==> src/rtl/rr_arbiter_4_pkg.sv <==
// Shared definitions for the 4-way round-robin arbiter.
//   state_e   : arbiter state encoding (IDLE = no owner, BUSY = owner held)
//   NUM_REQ   : number of requesters
//   IDX_W     : width of a requester index
//   rr_pick() : round-robin search helper
package rr_arbiter_4_pkg;

  typedef enum logic {
    ST_IDLE = 1'b0,
    ST_BUSY = 1'b1
  } state_e;

  localparam int NUM_REQ = 4;
  localparam int IDX_W   = 2;

  // Return the first asserted request searching upward (modulo NUM_REQ)
  // from last+1. The requester 'last' itself is visited at the final
  // position, so it is the lowest-priority candidate. The loop walks the
  // offsets from far to near so the nearest hit overwrites the others.
  // With no request set the result is 'last'; callers only use the
  // result when at least one request is set.
  function automatic logic [IDX_W-1:0] rr_pick(input logic [NUM_REQ-1:0] req_v,
                                               input logic [IDX_W-1:0]   last);
    logic [IDX_W-1:0] pick;
    logic [IDX_W-1:0] idx;
    pick = last;
    for (int off = NUM_REQ; off >= 1; off--) begin
      idx = last + IDX_W'(off);
      if (req_v[idx]) pick = idx;
    end
    return pick;
  endfunction

endpackage

==> src/rtl/rr_arbiter_4_grant_decoder_2x4.sv <==
// 2-to-4 one-hot decoder with enable, used to build the grant vector.
//   idx_i    : binary index of the owner
//   en_i     : enable; when low the output is all zeros
//   onehot_o : one-hot decode of idx_i gated by en_i
module grant_decoder_2x4
  import rr_arbiter_4_pkg::*;
(
  input  logic [IDX_W-1:0]   idx_i,
  input  logic               en_i,
  output logic [NUM_REQ-1:0] onehot_o
);

  generate
    for (genvar gi = 0; gi < NUM_REQ; gi++) begin : g_dec
      assign onehot_o[gi] = en_i && (idx_i == IDX_W'(gi));
    end
  endgenerate

endmodule

==> src/rtl/rr_arbiter_4.sv <==
// 4-requester round-robin arbiter with a bounded hold time.
// An owner keeps the grant while it requests, but after MAX_HOLD
// consecutive cycles it is forced to yield if anybody else is waiting.
//   clk       : clock, rising edge
//   rst_n     : asynchronous active-low reset
//   req       : request lines, bit i = requester i
//   gnt       : one-hot grant, zero when nobody owns the resource
//   gnt_idx   : binary owner index, zero when nobody owns the resource
//   gnt_valid : high while a grant is held
module rr_arbiter_4
  import rr_arbiter_4_pkg::*;
#(
  parameter int unsigned MAX_HOLD = 8
) (
  input  logic               clk,
  input  logic               rst_n,
  input  logic [NUM_REQ-1:0] req,
  output logic [NUM_REQ-1:0] gnt,
  output logic [IDX_W-1:0]   gnt_idx,
  output logic               gnt_valid
);

  localparam int unsigned     CNT_W   = (MAX_HOLD > 2) ? $clog2(MAX_HOLD) : 1;
  localparam logic [CNT_W-1:0] CNT_MAX = CNT_W'(MAX_HOLD - 1);

  state_e           state_q, state_d;
  logic [IDX_W-1:0] owner_q, owner_d;
  logic [IDX_W-1:0] last_q,  last_d;
  logic [CNT_W-1:0] cnt_q,   cnt_d;

  logic [NUM_REQ-1:0] others;
  logic [IDX_W-1:0]   winner;

  // Requests from everybody except the current owner.
  assign others = req & ~(NUM_REQ'(1) << owner_q);

  // last_q always equals owner_q while BUSY, so one search from last_q
  // serves both the IDLE grant and every hand-over in BUSY; the owner
  // naturally ends up as the lowest-priority candidate.
  assign winner = rr_pick(req, last_q);

  // State register
  always_ff @(posedge clk or negedge rst_n) begin
    if (!rst_n) begin
      state_q <= ST_IDLE;
      owner_q <= '0;
      last_q  <= IDX_W'(NUM_REQ - 1);
      cnt_q   <= '0;
    end else begin
      state_q <= state_d;
      owner_q <= owner_d;
      last_q  <= last_d;
      cnt_q   <= cnt_d;
    end
  end

  // Next-state logic
  always_comb begin
    logic new_grant;
    new_grant = 1'b0;
    state_d   = state_q;
    owner_d   = owner_q;
    last_d    = last_q;
    cnt_d     = cnt_q;

    unique case (state_q)
      ST_IDLE: begin
        if (|req) new_grant = 1'b1;
      end
      ST_BUSY: begin
        if (!req[owner_q]) begin
          // Owner dropped: hand over directly, or fall idle if nobody waits.
          // This takes precedence over expiry so a switch happens only once.
          if (|others) begin
            new_grant = 1'b1;
          end else begin
            state_d = ST_IDLE;
            owner_d = '0;
            cnt_d   = '0;
          end
        end else if ((cnt_q == CNT_MAX) && (|others)) begin
          new_grant = 1'b1;
        end else if (cnt_q != CNT_MAX) begin
          cnt_d = cnt_q + CNT_W'(1);
        end
      end
      default: begin
        state_d = ST_IDLE;
      end
    endcase

    if (new_grant) begin
      state_d = ST_BUSY;
      owner_d = winner;
      last_d  = winner;
      cnt_d   = '0;
    end
  end

  // Output logic: driven only from registers, no path from req.
  always_comb begin
    gnt_valid = (state_q == ST_BUSY);
    gnt_idx   = gnt_valid ? owner_q : '0;
  end

  grant_decoder_2x4 u_dec (
    .idx_i    (gnt_idx),
    .en_i     (gnt_valid),
    .onehot_o (gnt)
  );

endmodule

==> config.mk <==
export PLATFORM = sky130hd
export DESIGN_NAME = rr_arbiter_4
export DESIGN_NICKNAME = d
export VERILOG_FILES = /design/src/rtl/rr_arbiter_4_pkg.sv /design/src/rtl/rr_arbiter_4_grant_decoder_2x4.sv /design/src/rtl/rr_arbiter_4.sv
export SDC_FILE = /design/constraint.sdc
export NUM_CORES = 1
export LEC_CHECK = 0
export ABC_AREA = 1
export CORE_MARGIN = 5
export CORE_UTILIZATION = 48
export CTS_CLUSTER_SIZE = 28
export DETAILED_ROUTE_END_ITERATION = 16
export GPL_TIMING_DRIVEN = 1
export HOLD_SLACK_MARGIN = 0.06
export PLACE_DENSITY = 0.85
export REMOVE_ABC_BUFFERS = 1
export SLEW_MARGIN = 40
export SYNTH_ARGS = -nofsm -noshare
export SYNTH_HDL_FRONTEND = slang
export SYNTH_HIERARCHICAL = 1
export SYNTH_SLANG_ARGS = --single-unit
==> constraint.sdc <==
create_clock -name clk -period 3 [get_ports clk]
set_input_delay 0.75 -clock clk [delete_from_list [all_inputs] [get_ports clk]]
set_output_delay 0.75 -clock clk [all_outputs]
set_load 0.01 [all_outputs]
==> metrics <==
I/O Buffers 12; share of layout cells above drive strength 1 ~15%; switch share 49.4%; multiplexer area fraction after synthesis 0%; row count 14; filler cell count in the final layout approximately 140; worst endpoint required time roughly 2300 ps; Mapped Area between 700 and 800 µm²; # Post-CTS Setup Buffers 0; Mapped Cells 130; IO Count 13; Routed wire per std cell 10.1 µm; largest net degree at the start of global routing 13; crit end category output pin; detailed-route via count 804; Setup CP Type reg -> out; Die ar. between 0.002 and 0.003 mm²; Mean Syn Cell Area just over 6 µm²; Adder-Cell Fraction of Synth Area under 10%; Final Critical Period about 2400 ps; Final Wtd Congestion roughly 0.80; hold buffers post-CTS 0; CTS tree done; post-synthesis sequential area ratio between 20% and 30%; measured slew at the worst slew-check pin 349 ps; Clock Latency Late Sink roughly 250 ps; combinational power share 63.3%; DPL Wire Length approximately 1300 µm; antenna violations before repair 0; Worst IR Drop VDD about 0.48 mV; CTS max path bufs 2; Final Core Density between 50 and 60%; Core ar. between 0.0015 and 0.002 mm²; Flop pwr share about a quarter; Int Power roughly 0.00044 W; CTS sink count 8; width of the chip ~50 µm; GR Overflow Total 0; RSZ-0062 raised after global routing no; Final Hold Fails 0; clock slew at reported path FFs 60 ps; DR iter-0 viols 18; clock root cell clkbuf_4; DR pass1 iterations 4; DP Worst Slack slightly above 800 ps; skew final roughly 5.6 ps; GR Util All Layers about an eighth; Post-Layout Cell Count 158; P&R area growth vs syn 16.1%; Hold WC Path Type reg -> reg; setup_tns 0 ps; Critical Path AT roughly 1700 ps; clock share of power about a tenth; Setup violations, final 0; count of state elements after synthesis 8; Rel. slew slack about 77%; Total Wirelength 1590 µm; max-slew violation count 0; vias per cell 5.09; setup slack, reg-to-reg around 1500 ps; status completed; ANT cells 0; Remaining DRCs 0; Cell Pwr Density approximately 950 mW/mm²; Net Switching between 0.0004 and 0.0005 W; final setup margin about 570 ps; die height 50.6 µm; combinational family with the most area after synthesis simple AND/OR/NAND/NOR gates; crit start category register; remaining antenna violation count 0; first-pass GRT wire length 2730 µm; Synth Area in Simple Gates between 40% and 50%; Synth Area in Compound Gates under 10%; CTS resizes 0; initial core utilization slightly above 50%; Yosys cell types 20; final worst-path cycle share 81.1%; fmax just over 0.4 GHz; number of global-route vias before repair 730; Post-Synth XOR/XNOR Area between 1 and 1.5%; H-tree depth 1; total CTS buffers 3; Pleak 0.523 nW; MaxCap Viol Count 0; Synthesis Warnings 6; # placed instances ~150; Pwr Total 0.000871 W; Net count, final around 150; crit path max fanout 12
[registers in the layout, indices dropped and copies added, names as in the netlist]
register   flops
cnt_q          3
gnt_valid      1
owner_q        2
last_q         2
[layer usage]
metal  up-vias  share of wire, %  routed length [µm]  global-route usage, %
li1        426                 -                   -                      -
met1       350                46                 730                   13.8
met2        26                47                 750                   23.8
met3         2               6.5                 103                   3.85
met4         0              0.25                   4                   5.96
met5         -                 0                   0                      0
[kinds of logic (layout without fill, tap and decap cells)]
logic type               after synthesis  in the layout
AND/OR/NAND/NOR                       87             87
adder cells (fa/ha/maj)                2              2
AO/OA/AOI/OAI                          9              9
flip-flops                             8              8
buffers and inverters                 23             35
XOR/XNOR                               1              1
[per-stage QoR]
step           area (µm²)  hold WS, ps
2_1_floorplan         753          454
3_3_place_gp          893          472
3_5_place_dp          893          490
4_1_cts               920          505
5_1_grt               920          527
6_report              920          499
[worst max-delay path: stages, from the launching register on]
cell and delay (ps):
dfrtp_1 540, nand2_1 90, inv_1 100, nand2_1 70, nor2_1 100, clkdlybuf4s50_1 540
[placed cells by master, fill, tap and decap left out]
cell | Yosys | final
a21oi_1 | 1 | 1
clkbuf_1 | 0 | 1
clkbuf_4 | 0 | 3
clkdlybuf4s50_1 | 0 | 12
dfrtp_1 | 6 | 6
dfstp_2 | 2 | 2
ha_1 | 2 | 2
inv_1 | 15 | 15
inv_2 | 4 | 4
nand2_1 | 51 | 51
nand2_2 | 8 | 8
nand3_1 | 9 | 9
nand3_2 | 3 | 3
nand4_1 | 2 | 2
nor2_1 | 11 | 11
nor2_2 | 2 | 2
o2111ai_1 | 3 | 3
o21ai_0 | 3 | 3
o21ai_1 | 2 | 2
or2_0 | 1 | 1
xnor2_1 | 1 | 1
[final cells by class]
cell class	count	area [µm²]	area share, %
Inverter	19	71.3	7.76
Timing Repair Buffer	12	120	13.1
Sequential cell	8	203	22.0
Multi-Input combinational cell	99	479	52.1
Tap cell	16	20.0	2.18
Clock buffer	4	26.3	2.86
[Yosys cell counts, drive strengths merged]
| library cell | n | share of area (%) |
|---|---|---|
| nand2 | 59 | 30 |
| inv | 19 | 9.0 |
| nor2 | 13 | 6.8 |
| nand3 | 12 | 9.5 |
| dfrtp | 6 | 19 |
| o21ai | 5 | 3.2 |
| buf | 4 | 4.9 |
| o2111ai | 3 | 3.3 |
| dfstp | 2 | 6.6 |
| ha | 2 | 3.2 |
| nand4 | 2 | 1.6 |
| a21oi | 1 | 0.63 |
| or2 | 1 | 0.79 |
| xnor2 | 1 | 1.1 |
[final timing paths]
| kind | from | to | depth (start not counted) |
|---|---|---|---|
| min reg2reg | cnt_q[2] | cnt_q[2] | 2 |
| max reg2reg | owner_q[0] | last_q[0] | 10 |
| min | cnt_q[2] | cnt_q[2] | 2 |
| max in group asynchronous | rst_n | last_q[0] | 1 |
| max | owner_q[0] | gnt[1] | 5 |
| min in group asynchronous | rst_n | cnt_q[1] | 1 |
[power by group through the flow]
stage	registers [W]	logic, W	clock network (W)
floorplan	0.000217	0.000406	0
global placement	0.000230	0.000535	0
detailed placement	0.000234	0.000557	0
CTS	0.000232	0.000558	0.0000921
global route	0.000241	0.000624	0.0000965
finish	0.000232	0.000551	0.0000872
No activity file was read; power rests on OpenSTA's default activity.
